`src/rtl/uart_rx_pkg.sv`:
```
// uart_rx_pkg: shared constants, state encoding and frame timing for the 16x oversampling UART receiver.
package uart_rx_pkg;
    localparam int OVERSAMPLE = 16;
    localparam int SAMPLE_MID = 8;
    typedef enum logic [2:0] {IDLE, START, DATA, STOP, BREAK} uart_rx_state_t;
    // Tick index at which the stop bit is sampled (mid-bit after start + data bits).
    function automatic int stop_tick(input int data_bits);
        return SAMPLE_MID + OVERSAMPLE * (data_bits + 1);
    endfunction
endpackage

```
`src/rtl/uart_rx_fifo.sv`:
```
// uart_rx_fifo: synchronous FIFO; a push while full is accepted only when a pop frees a slot in the same cycle.
module uart_rx_fifo #(
    parameter int WIDTH = 8,
    parameter int DEPTH = 4
) (
    input  logic             clk,
    input  logic             rstn,
    input  logic             push,
    input  logic             pop,
    input  logic [WIDTH-1:0] din,
    output logic [WIDTH-1:0] dout,
    output logic             full,
    output logic             empty
);
    localparam int AW = $clog2(DEPTH);
    logic [WIDTH-1:0] mem [DEPTH];
    logic [AW:0] wr_ptr, rd_ptr;
    logic do_push, do_pop;
    assign empty   = wr_ptr == rd_ptr;
    assign full    = (wr_ptr ^ rd_ptr) == {1'b1, {AW{1'b0}}};
    assign do_pop  = pop && !empty;
    assign do_push = push && (!full || do_pop);
    assign dout    = mem[rd_ptr[AW-1:0]];
    // Storage is reset so the head output reads zero while in reset.
    always_ff @(posedge clk or negedge rstn) begin
        if (!rstn) begin
            wr_ptr <= '0;
            rd_ptr <= '0;
            mem    <= '{default: '0};
        end else begin
            if (do_push) begin
                mem[wr_ptr[AW-1:0]] <= din;
                wr_ptr <= wr_ptr + 1'b1;
            end
            if (do_pop) rd_ptr <= rd_ptr + 1'b1;
        end
    end
endmodule

```
`src/rtl/uart_rx_os16.sv`:
```
// uart_rx_os16: 8N1 UART receiver with 16x oversampling, mid-bit sampling and a small receive FIFO.
module uart_rx_os16 import uart_rx_pkg::*; #(
    parameter int CLK_DIV    = 163,
    parameter int DATA_BITS  = 8,
    parameter int FIFO_DEPTH = 4
) (
    input  logic                 clk,
    input  logic                 rstn,
    input  logic                 rx_i,
    output logic [DATA_BITS-1:0] data_o,
    output logic                 valid_o,
    input  logic                 ready_i,
    output logic                 frame_err_o,
    output logic                 overrun_o,
    output logic                 busy_o
);
    localparam int CW = $clog2(CLK_DIV);
    localparam int BW = $clog2(DATA_BITS + 1);
    localparam logic [7:0] STOP_IDX = 8'(stop_tick(DATA_BITS));
    uart_rx_state_t state, state_nx;
    logic sync1, rx_s;
    logic [CW-1:0] div_cnt;
    logic [7:0] samp_cnt, idx;
    logic [BW-1:0] bit_cnt;
    logic [DATA_BITS-1:0] shreg;
    logic tick, shift, push, ferr, full, empty, pop;
    assign tick    = div_cnt == CW'(CLK_DIV - 1);
    assign idx     = samp_cnt + 8'd1;
    assign valid_o = !empty;
    assign pop     = valid_o && ready_i;
    assign busy_o  = state != IDLE;
    always_ff @(posedge clk or negedge rstn) begin
        if (!rstn) {sync1, rx_s} <= 2'b11;
        else       {sync1, rx_s} <= {rx_i, sync1};
    end
    always_ff @(posedge clk or negedge rstn) begin
        if (!rstn) state <= IDLE;
        else       state <= state_nx;
    end
    always_comb begin
        state_nx = state;
        shift    = 1'b0;
        push     = 1'b0;
        ferr     = 1'b0;
        case (state)
            IDLE:  if (!rx_s) state_nx = START;
            START: if (tick && idx == 8'(SAMPLE_MID)) state_nx = rx_s ? IDLE : DATA;
            DATA:  if (tick && idx[3:0] == 4'(SAMPLE_MID)) begin
                       shift = 1'b1;
                       if (bit_cnt == BW'(DATA_BITS - 1)) state_nx = STOP;
                   end
            STOP:  if (tick && idx == STOP_IDX) begin
                       push     = rx_s;
                       ferr     = !rx_s;
                       state_nx = rx_s ? IDLE : BREAK;
                   end
            BREAK: if (rx_s) state_nx = IDLE;
            default: state_nx = IDLE;
        endcase
    end
    // Timing counters are held at zero in IDLE, which also clears them on the start edge.
    always_ff @(posedge clk or negedge rstn) begin
        if (!rstn) begin
            div_cnt     <= '0;
            samp_cnt    <= '0;
            bit_cnt     <= '0;
            shreg       <= '0;
            frame_err_o <= 1'b0;
            overrun_o   <= 1'b0;
        end else begin
            div_cnt     <= (state == IDLE || tick) ? '0 : div_cnt + 1'b1;
            samp_cnt    <= state == IDLE ? '0 : samp_cnt + 8'(tick);
            bit_cnt     <= state != DATA ? '0 : bit_cnt + BW'(shift);
            shreg       <= shift ? {rx_s, shreg[DATA_BITS-1:1]} : shreg;
            frame_err_o <= ferr;
            overrun_o   <= push && full && !pop;
        end
    end
    uart_rx_fifo #(.WIDTH(DATA_BITS), .DEPTH(FIFO_DEPTH)) u_fifo (
        .clk   (clk),
        .rstn  (rstn),
        .push  (push),
        .pop   (pop),
        .din   (shreg),
        .dout  (data_o),
        .full  (full),
        .empty (empty)
    );
endmodule

```
`config.mk`:
```
export PLATFORM = sky130hd
export DESIGN_NAME = uart_rx_os16
export DESIGN_NICKNAME = d
export VERILOG_FILES = /design/src/rtl/uart_rx_pkg.sv /design/src/rtl/uart_rx_fifo.sv /design/src/rtl/uart_rx_os16.sv
export SDC_FILE = /design/constraint.sdc
export NUM_CORES = 1
export LEC_CHECK = 0
export CORE_MARGIN = 3
export CORE_UTILIZATION = 35
export CTS_CLUSTER_SIZE = 28
export DETAILED_ROUTE_END_ITERATION = 16
export PLACE_DENSITY = 0.52
export REMOVE_ABC_BUFFERS = 1
export SLEW_MARGIN = 25
export SYNTH_ARGS = -nofsm -noshare
export SYNTH_HDL_FRONTEND = slang
export SYNTH_SLANG_ARGS = --single-unit
```
`constraint.sdc`:
```
create_clock -name clk -period 2.8 [get_ports clk]
set_input_delay 0.7 -clock clk [delete_from_list [all_inputs] [get_ports clk]]
set_output_delay 0.7 -clock clk [all_outputs]
set_load 0.005 [all_outputs]
```
==> results of run 1 <==
[cells by family (layout without fill, tap and decap cells)]
family,after synthesis,count (layout),synth area share (%)
buffers and inverters,15,42,2.305
XOR/XNOR,22,22,5.379
AND/OR/NAND/NOR,75,75,12.96
flip-flops,73,73,51.07
adder cells (fa/ha/maj),11,11,3.842
multiplexers,51,51,21.97
AO/OA/AOI/OAI,14,14,2.480
[layout by cell type, fill, tap and decap left out, types with 4 or more instances in the layout]
| cell type | count |
|---|---|
| clkdlybuf4s50_1 | 14 |
| dfrtp_1 | 71 |
| mux2_4 | 33 |
| nand2_8 | 4 |
| and2_1 | 4 |
| xnor2_1 | 15 |
| mux2_2 | 9 |
| a21oi_1 | 4 |
| inv_1 | 7 |
| nand2_1 | 9 |
| nor3_1 | 5 |
| clkbuf_8 | 9 |
| inv_6 | 5 |
| nand3_1 | 13 |
| mux4_2 | 8 |
| ha_1 | 11 |
| and3_1 | 4 |
| buf_4 | 4 |
| nor2_1 | 20 |
| xor2_1 | 7 |
[sequential cells by signal, indices dropped and copies added (netlist names), 3 cells and up]
register	cells
u_fifo.rd_ptr	3
div_cnt	8
shreg	8
samp_cnt	8
u_fifo.mem	32
state	3
bit_cnt	4
u_fifo.wr_ptr	3
[path summary, 6_finish.rpt]
path / slack [ns] / endpoint / cells after the start
setup / recovery: 0.19 / data_o[2] / 2
hold / removal: 0.35 / u_fifo.mem[16]$_DFFE_PN0P_ / 1
setup reg to reg: 0.54 / state[0]$_DFFE_PN0P_ / 6
hold reg to reg: 0.36 / rx_s$_DFF_PN1_ / 0
max in group asynchronous: 1.97 / u_fifo.wr_ptr[0]$_DFFE_PN0P_ / 1
min in group clk: 0.36 / rx_s$_DFF_PN1_ / 0
[report_power, final]
part	switching [mW]	internal (mW)	leakage, nW
clock network	0.433	0.337	0.0877
registers	0.0485	1.08	0.981
logic	0.104	0.121	0.880
[per-layer routing]
metal  track usage [%]  share of wire (%)  up-vias
li1                  -                  -      964
met1             14.88                 47      943
met2             19.12                 49       23
met3             4.034                3.5        7
met4             3.288               0.93        0
met5                 0                  0        -
[worst reg2reg max path, stage by stage, from the launching register on]
cell	delay, ns
dfrtp_1	0.41
and4bb_1	0.29
nand3_1	0.17
nor2b_1	0.28
a21oi_1	0.13
or4_4	0.57
mux2_4	0.31
[final cells by class]
class	count	area [um^2]
flip-flops and latches	73	1829
clock buffers	9	123.9
multi-input cells	173	1670
well taps	133	166.4
inverters	7	26.28
fillers	922	5808
repair buffers	19	181.4
clock inverters	7	58.81
==> summary.md, run 1 <==
| Metric | Value |
|---|---|
| Status | `finished clean` |
| Worst reg2reg startpoint | `div_cnt[6]$_DFF_PN0_` |
| WP buf/inv | `1` |
| Worst Max-Slew Pin Slew | `0.6655 ns` |
| Crit share post-route | `93.04%` |
| I/O pins | `16` |
| Mapped Cells | `261` |
| Area leader, netlist | `dfrtp_1` |
| Final instance area | `4056 um^2` |
| H-tree lvl count | `3` |
| Largest stage delay, worst path | `0.69 ns` |
| CP max FO | `11` |
| DIE AREA | `11480 um^2` |
| Clock buffer count from CTS | `9` |
| Slowest CP cell | `dfrtp_1` |
| EDFF count, synth | `0` |
| Core area | `9864 um^2` |
| Final Non-Filler Cells | `421` |
| Initial Utilization | `36.31%` |
| Clk_lat worst skew | `0.35 ns` |
| RSZ-0062 raised after global routing | `false` |
| Syn Area/Cell | `13.72 um^2` |
| CP top delay family | `flip-flops` |
| Critical Path Source | `u_fifo.rd_ptr[1]$_DFFE_PN0P_` |
| Placer Congestion | `0.7574` |
| Clk_skew | `0.009652 ns` |
| Power Dens Cells | `523.2 nW/um^2` |
| Global route overflow | `0` |
| Seq/Total Area, Yosys | `51.07%` |
| Pre-CTS WS | `0.4058 ns` |
| Netlist cell types | `41` |
| Area grow syn2layout | `13.24%` |
| Max Clk Rate | `0.3839 GHz` |
| Post-Route Utilization | `41.12%` |
| Arr. time, crit path | `1.91 ns` |
| Crit Path Class | `reg2out` |
| Setup Viol. Count Final | `0` |
| # diodes | `0` |
| Smallest hold slack | `0.3545 ns` |
| Area fraction of the dominant cell type after synthesis | `49.60%` |
| Fin crit period | `2.605 ns` |
| Initial DRT Pass Iterations | `4` |
| Routed WL | `6011 um` |
| DPL Wire Length | `4043 um` |
| Synth Flop Type | `dfrtp_1` |
| Total negative setup slack | `0 ns` |
| Cts hold-fix bufs | `0` |
| Most common cell in the synthesized netlist | `dfrtp_1` |
| Die height | `107.2 um` |
| Post-Place Cells | `405` |
| Final hold violations | `0` |
| Slew Limit Fails | `0` |
| PostCTS Resize Cnt | `0` |
| Number of clock sinks | `73` |
| # DRC | `0` |
| Nets@finish | `298` |
| First-pass GRT wire length | `10380 um` |
| CTS tree | `yes` |
| Total power | `2.122 mW` |
| Yosys reg bits | `73` |
| ANT nets after route | `0` |
| Startpoint Class | `flip-flop` |
| Top cells by area, synth | `dfrtp_1, mux2_4, mux4_2, ha_1, xnor2_1` |
| Clock-pin slew on the worst setup and hold paths | `0.08 ns` |
| Top post-synthesis cells by count | `dfrtp_1, mux2_4, nor2_1` |
| Final worst setup slack | `0.1949 ns` |
| Setup bufs post-CTS | `0` |
| Root buffer cell | `clkbuf_8` |
| Worst-path cell chain | `mux4_2, clkdlybuf4s50_1` |
| PortBufs | `15` |
| Maximum VDD drop | `0.2229 mV` |
| Asr flop ratio synth | `100.0%` |
| Ys Warns | `0` |
| Share of cells above drive strength 1 | `28.82%` |
| Vias in the first global route | `2061` |
| Crit end category | `output pin` |
| Leak Pwr | `1.949 nW` |
| Via-to-Cell Ratio | `4.601` |
| Worst hold path class | `in2async` |
| Gr usage total | `11.76%` |
| Chip Width | `107.2 um` |
| FP Rows | `36` |
| Required time of the critical path | `2.10 ns` |
| Initial antenna violation count | `0` |
| 1st-iter DRT viols | `42` |
| Vias | `1937` |
| MaxCap Viol Count | `0` |
| Pin count of the biggest net entering global routing | `74` |
| Slew margin rel. | `55.63%` |
| Clk buf depth | `2` |
| Post-DP Area | `3870 um^2` |
| Routed WL per cell | `14.28 um` |
| Mapped Area | `3582 um^2` |
Note: power is estimated with default switching activity, not from simulation.
==> run 2: changes to the inputs <==
- CORE_UTILIZATION: 35 -> 60
- PLACE_DENSITY: 0.52 -> 0.8
==> summary.md, run 2 (same netlist as run 1, synthesis figures left out) <==
| Metric | Value |
|---|---|
| Status | `finished clean` |
| Maximum VDD drop | `0.3523 mV` |
| Power share of the sequential group | `52.1%` |
| Largest stage delay, worst path | `0.52 ns` |
| Clock buffer count from CTS | `9` |
| RSZ-0062 raised after global routing | `false` |
| P_sw | `505.4 uW` |
| Slew margin rel. | `67.28%` |
| Core area | `5642 um^2` |
| ANT nets after route | `0` |
| Nets@finish | `297` |
| # diodes | `0` |
| Vias in the first global route | `2057` |
| Area grow syn2layout | `11.42%` |
| First-pass GRT wire length | `9942 um` |
| Clk_lat worst skew | `0.34 ns` |
| Met3 wire len | `198 um` |
| # DRC | `0` |
| Cts hold-fix bufs | `0` |
| CP max FO | `11` |
| Power Dens Cells | `539.6 nW/um^2` |
| Fin crit period | `2.597 ns` |
| Hold Crit Start | `sync1$_DFF_PN1_` |
| Share of cells above drive strength 1 | `27.97%` |
| Placer Congestion | `0.7778` |
| Crit share post-route | `92.75%` |
| MaxCap Viol Count | `0` |
| Routed WL | `5833 um` |
| Total negative setup slack | `0 ns` |
| CTS tree | `yes` |
| DIE AREA | `6933 um^2` |
| Global route overflow | `0` |
| Worst-path cell chain | `buf_4, mux4_2, clkdlybuf4s50_1` |
| Reg with most FFs | `u_fifo.mem` |
| Clk_skew | `0.007236 ns` |
| H-tree lvl count | `3` |
| Setup bufs post-CTS | `0` |
| Max Clk Rate | `0.3851 GHz` |
| WL met2 | `2898 um` |
| Met1 WL | `2650 um` |
| Worst Max-Slew Pin Slew | `0.4908 ns` |
| Slowest CP cell | `mux4_2` |
| Register area | `1829 um^2` |
| Leak Pwr | `1.962 nW` |
| Crit Path Class | `reg2out` |
| Commonest non-fill, non-tap cells in the layout | `dfrtp_1, mux2_4, nor2_1` |
| Pin count of the biggest net entering global routing | `74` |
| Root buffer cell | `clkbuf_8` |
| Worst hold path class | `reg2reg` |
| Die height | `83.27 um` |
| Multi-input logic area | `1670 um^2` |
| Internal | `1.648 mW` |
| Clock-pin slew on the worst setup and hold paths | `0.07 ns` |
| Initial antenna violation count | `0` |
| Final hold violations | `0` |
| Post-Route Utilization | `70.75%` |
| Slew Limit Fails | `0` |
| Gr usage total | `18.23%` |
| Chip Width | `83.27 um` |
| FILL cells | `382` |
| Crit end category | `output pin` |
| Vias | `2018` |
| Most common cell after layout, fill and taps aside | `dfrtp_1` |
| PortBufs | `15` |
| Number of clock sinks | `73` |
| Initial Utilization | `63.50%` |
| PostCTS Resize Cnt | `0` |
| Largest register FFs | `32` |
| Setup Viol. Count Final | `0` |
| Critical Path Source | `u_fifo.rd_ptr[0]$_DFFE_PN0P_` |
| Routed WL per cell | `16.29 um` |
| DPL Wire Length | `3895 um` |
| Initial DRT Pass Iterations | `6` |
| Worst reg2reg startpoint | `div_cnt[6]$_DFF_PN0_` |
| CP top delay family | `buffers and inverters` |
| Startpoint Class | `flip-flop` |
| Required time of the critical path | `2.10 ns` |
| Via-to-Cell Ratio | `5.637` |
| 1st-iter DRT viols | `63` |
| FP Rows | `27` |
| WP buf/inv | `2` |
| Clock network fraction of total power | `37.5%` |
| DR top layer | `met4` |
| Combinational share of power | `10.4%` |
| I/O pins | `16` |
| Arr. time, crit path | `1.90 ns` |
| Switching part of the total | `23.47%` |
| Clk buf depth | `2` |
[run 2: cell types whose count changed in the layout (fill, tap and decap cells not counted), sizes merged]
cell and change:
clkinvlp -2, bufinv +1, clkbuf +3, buf -1, clkinv +2, inv -5
[run 2: power groups by stage]
stage	Clock (mW)	Combinational [mW]	Sequential, mW
after floorplan	0	0.117	1.16
after detailed placement	0	0.227	1.14
final	0.808	0.223	1.12
after CTS	0.833	0.229	1.12
after global placement	0	0.223	1.14
after global routing	0.869	0.247	1.13
[run 2: routing by layer]
layer  up-vias  track usage, %
li1        958               -
met1      1024           23.19
met2        27           29.88
met3         9           5.258
met4         0           6.241
met5         -               0
[run 2: final timing paths]
path / cells past startpoint / endpoint / slack (ns)
worst max-delay path: 3 / data_o[6] / 0.20
worst min-delay path: 0 / rx_s$_DFF_PN1_ / 0.36
worst max register to register: 6 / state[0]$_DFFE_PN0P_ / 0.50
worst min register to register: 0 / rx_s$_DFF_PN1_ / 0.36
max in group asynchronous: 2 / sync1$_DFF_PN1_ / 2.09
min in group asynchronous: 2 / u_fifo.mem[0]$_DFFE_PN0P_ / 0.37
[run 2: through the flow]
step | power, mW | std cells | cell area (um^2) | hold WS, ns | setup slack [ns]
global route | 2.241 | 358 | 3991 | 0.3612 | 0.1143
global placement | 1.365 | 343 | 3796 | 0.3458 | 0.4467
finish | 2.154 | 358 | 3991 | 0.3589 | 0.2030
floorplan | 1.278 | 253 | 3526 | 0.3452 | 0.7789
CTS | 2.184 | 358 | 3991 | 0.3597 | 0.1659
detailed placement | 1.370 | 343 | 3796 | 0.3493 | 0.4194
[run 2: worst register-to-register path, cell delays in order (launching register included)]
cell and delay, ns:
dfrtp_1 0.41, and4bb_1 0.30, nand3_1 0.18, nor2b_1 0.27, a21oi_1 0.13, or4_4 0.59
mux2_4 0.31
[run 2: layout make-up]
cell class	count	share of cell area, %
inverters	7	0.6583
flip-flops and latches	73	45.83
repair buffers	18	4.514
clock inverters	3	1.003
well taps	72	2.257
clock buffers	12	3.887
multi-input cells	173	41.85
==> run 3: changes to the inputs <==
- CORE_UTILIZATION: 60 -> 50
- PLACE_DENSITY: 0.8 -> 0.69
- SLEW_MARGIN: 25 -> default
==> summary.md, run 3 (same netlist as run 1, synthesis figures left out) <==
| Metric | Value |
|---|---|
| 1st-iter DRT viols | `56` |
| MaxCap Viol Count | `0` |
| Crit share post-route | `91.59%` |
| RSZ-0062 raised after global routing | `false` |
| Routed WL per cell | `15.02 um` |
| Area grow syn2layout | `13.10%` |
| Global route overflow | `0` |
| Nets@finish | `298` |
| PostCTS Resize Cnt | `0` |
| Smallest hold slack | `0.2937 ns` |
| FP Rows | `30` |
| Crit end category | `output pin` |
| Clock buffer count from CTS | `9` |
| Number of clock sinks | `73` |
| Slowest CP cell | `dfrtp_1` |
| CTS tree | `yes` |
| Cts hold-fix bufs | `0` |
| Final worst setup slack | `0.2355 ns` |
| Via-to-Cell Ratio | `5.195` |
| Initial Utilization | `52.15%` |
| Vias in the first global route | `2108` |
| Initial antenna violation count | `0` |
| Slew Limit Fails | `0` |
| PortBufs | `15` |
| Fin crit period | `2.564 ns` |
| Crit Path Class | `reg2out` |
| Worst-path cell chain | `mux4_2, clkdlybuf4s50_1` |
| First-pass GRT wire length | `10230 um` |
| Post-Place Cells | `368` |
| Clk_skew | `0.007489 ns` |
| H-tree lvl count | `3` |
| # DRC | `0` |
| Pin count of the biggest net entering global routing | `57` |
| Setup Viol. Count Final | `0` |
| Most common cell after layout, fill and taps aside | `dfrtp_1` |
| I/O pins | `16` |
| Placer Congestion | `0.8176` |
| Clk buf depth | `2` |
| Status | `finished clean` |
| DIE AREA | `8216 um^2` |
| Core area | `6869 um^2` |
| Slew margin rel. | `66.23%` |
| Final Non-Filler Cells | `384` |
| Total negative setup slack | `0 ns` |
| Clock-pin slew on the worst setup and hold paths | `0.08 ns` |
| Leak Pwr | `1.970 nW` |
| Routed WL | `5768 um` |
| Pre-CTS WS | `0.4185 ns` |
| Chip Width | `90.64 um` |
| Gr usage total | `16.01%` |
| Maximum VDD drop | `0.4658 mV` |
| Max Clk Rate | `0.3899 GHz` |
| Root buffer cell | `clkbuf_8` |
| Reg with most FFs | `u_fifo.mem` |
| Share of cells above drive strength 1 | `28.82%` |
| DPL Wire Length | `3935 um` |
| CP max FO | `11` |
| Die height | `90.64 um` |
| Worst hold path class | `in2async` |
| Vias | `1995` |
| Final hold violations | `0` |
| Worst Max-Slew Pin Slew | `0.5066 ns` |
| Clk_lat worst skew | `0.35 ns` |
| Largest register FFs | `32` |
| Arr. time, crit path | `1.86 ns` |
| Required time of the critical path | `2.10 ns` |
| Startpoint Class | `flip-flop` |
| Power Dens Cells | `556.3 nW/um^2` |
| # diodes | `0` |
| ANT nets after route | `0` |
| Largest stage delay, worst path | `0.66 ns` |
| Setup bufs post-CTS | `0` |
| Initial DRT Pass Iterations | `4` |
| Commonest non-fill, non-tap cells in the layout | `dfrtp_1, mux2_4, nor2_1` |
## run 3: changes by cell type in the layout (fill, tap and decap cells not counted), sizes merged
cell      before  now
clkbuf        12    9
clkinvlp       0    2
buf            4    5
bufinv         1    2
inv            7    8
## run 3: path summary, 6_finish.rpt
check | end | start | slack, ns | depth (start not counted)
min reg2reg | rx_s$_DFF_PN1_ | sync1$_DFF_PN1_ | 0.36 | 0
max in group asynchronous | rx_s$_DFF_PN1_ | rstn | 1.82 | 2
min | u_fifo.wr_ptr[1]$_DFFE_PN0P_ | rstn | 0.29 | 1
max reg2reg | state[0]$_DFFE_PN0P_ | div_cnt[6]$_DFF_PN0_ | 0.56 | 6
min in group clk | rx_s$_DFF_PN1_ | sync1$_DFF_PN1_ | 0.36 | 0
max | data_o[1] | u_fifo.rd_ptr[1]$_DFFE_PN0P_ | 0.24 | 2
## run 3: final cells by class
| cell class | count | area (um^2) |
|---|---|---|
| Timing Repair Buffer | 19 | 187.7 |
| Inverter | 7 | 26.28 |
| Clock inverter | 7 | 93.84 |
| Clock buffer | 9 | 123.9 |
| Multi-Input combinational cell | 173 | 1670 |
| Fill cell | 561 | 2818 |
| Tap cell | 96 | 120.1 |
| Sequential cell | 73 | 1829 |
## run 3: layer usage
layer  part of all wire (%)  GRT usage (%)  vias up
met5                      0              0        -
met4                    1.4          4.974        0
met3                    3.3          5.667        7
met2                     47          25.20       24
met1                     49          20.81     1000
li1                       -              -      964
## run 3: power breakdown
part	switching, mW	leakage, nW	internal, mW
Clock	0.402	0.106	0.501
Sequential	0.0459	0.981	1.08
Combinational	0.102	0.883	0.124
Total	0.550	1.97	1.70
## run 3: stage by stage
stage                     total power, mW  util (%)  instance area (um^2)
after global placement              1.379     55.81                  3834
after CTS                           2.285     58.98                  4051
after floorplan                     1.278         -                  3526
final                               2.254     58.98                  4051
after global routing                2.362     58.98                  4051
after detailed placement            1.380     55.81                  3834
## run 3: worst max-delay path, delay by kind of cell (launching register included)
kind                   cells  cell delay (ns)
flip-flops                 1             0.66
buffers and inverters      1             0.46
multiplexers               1             0.40
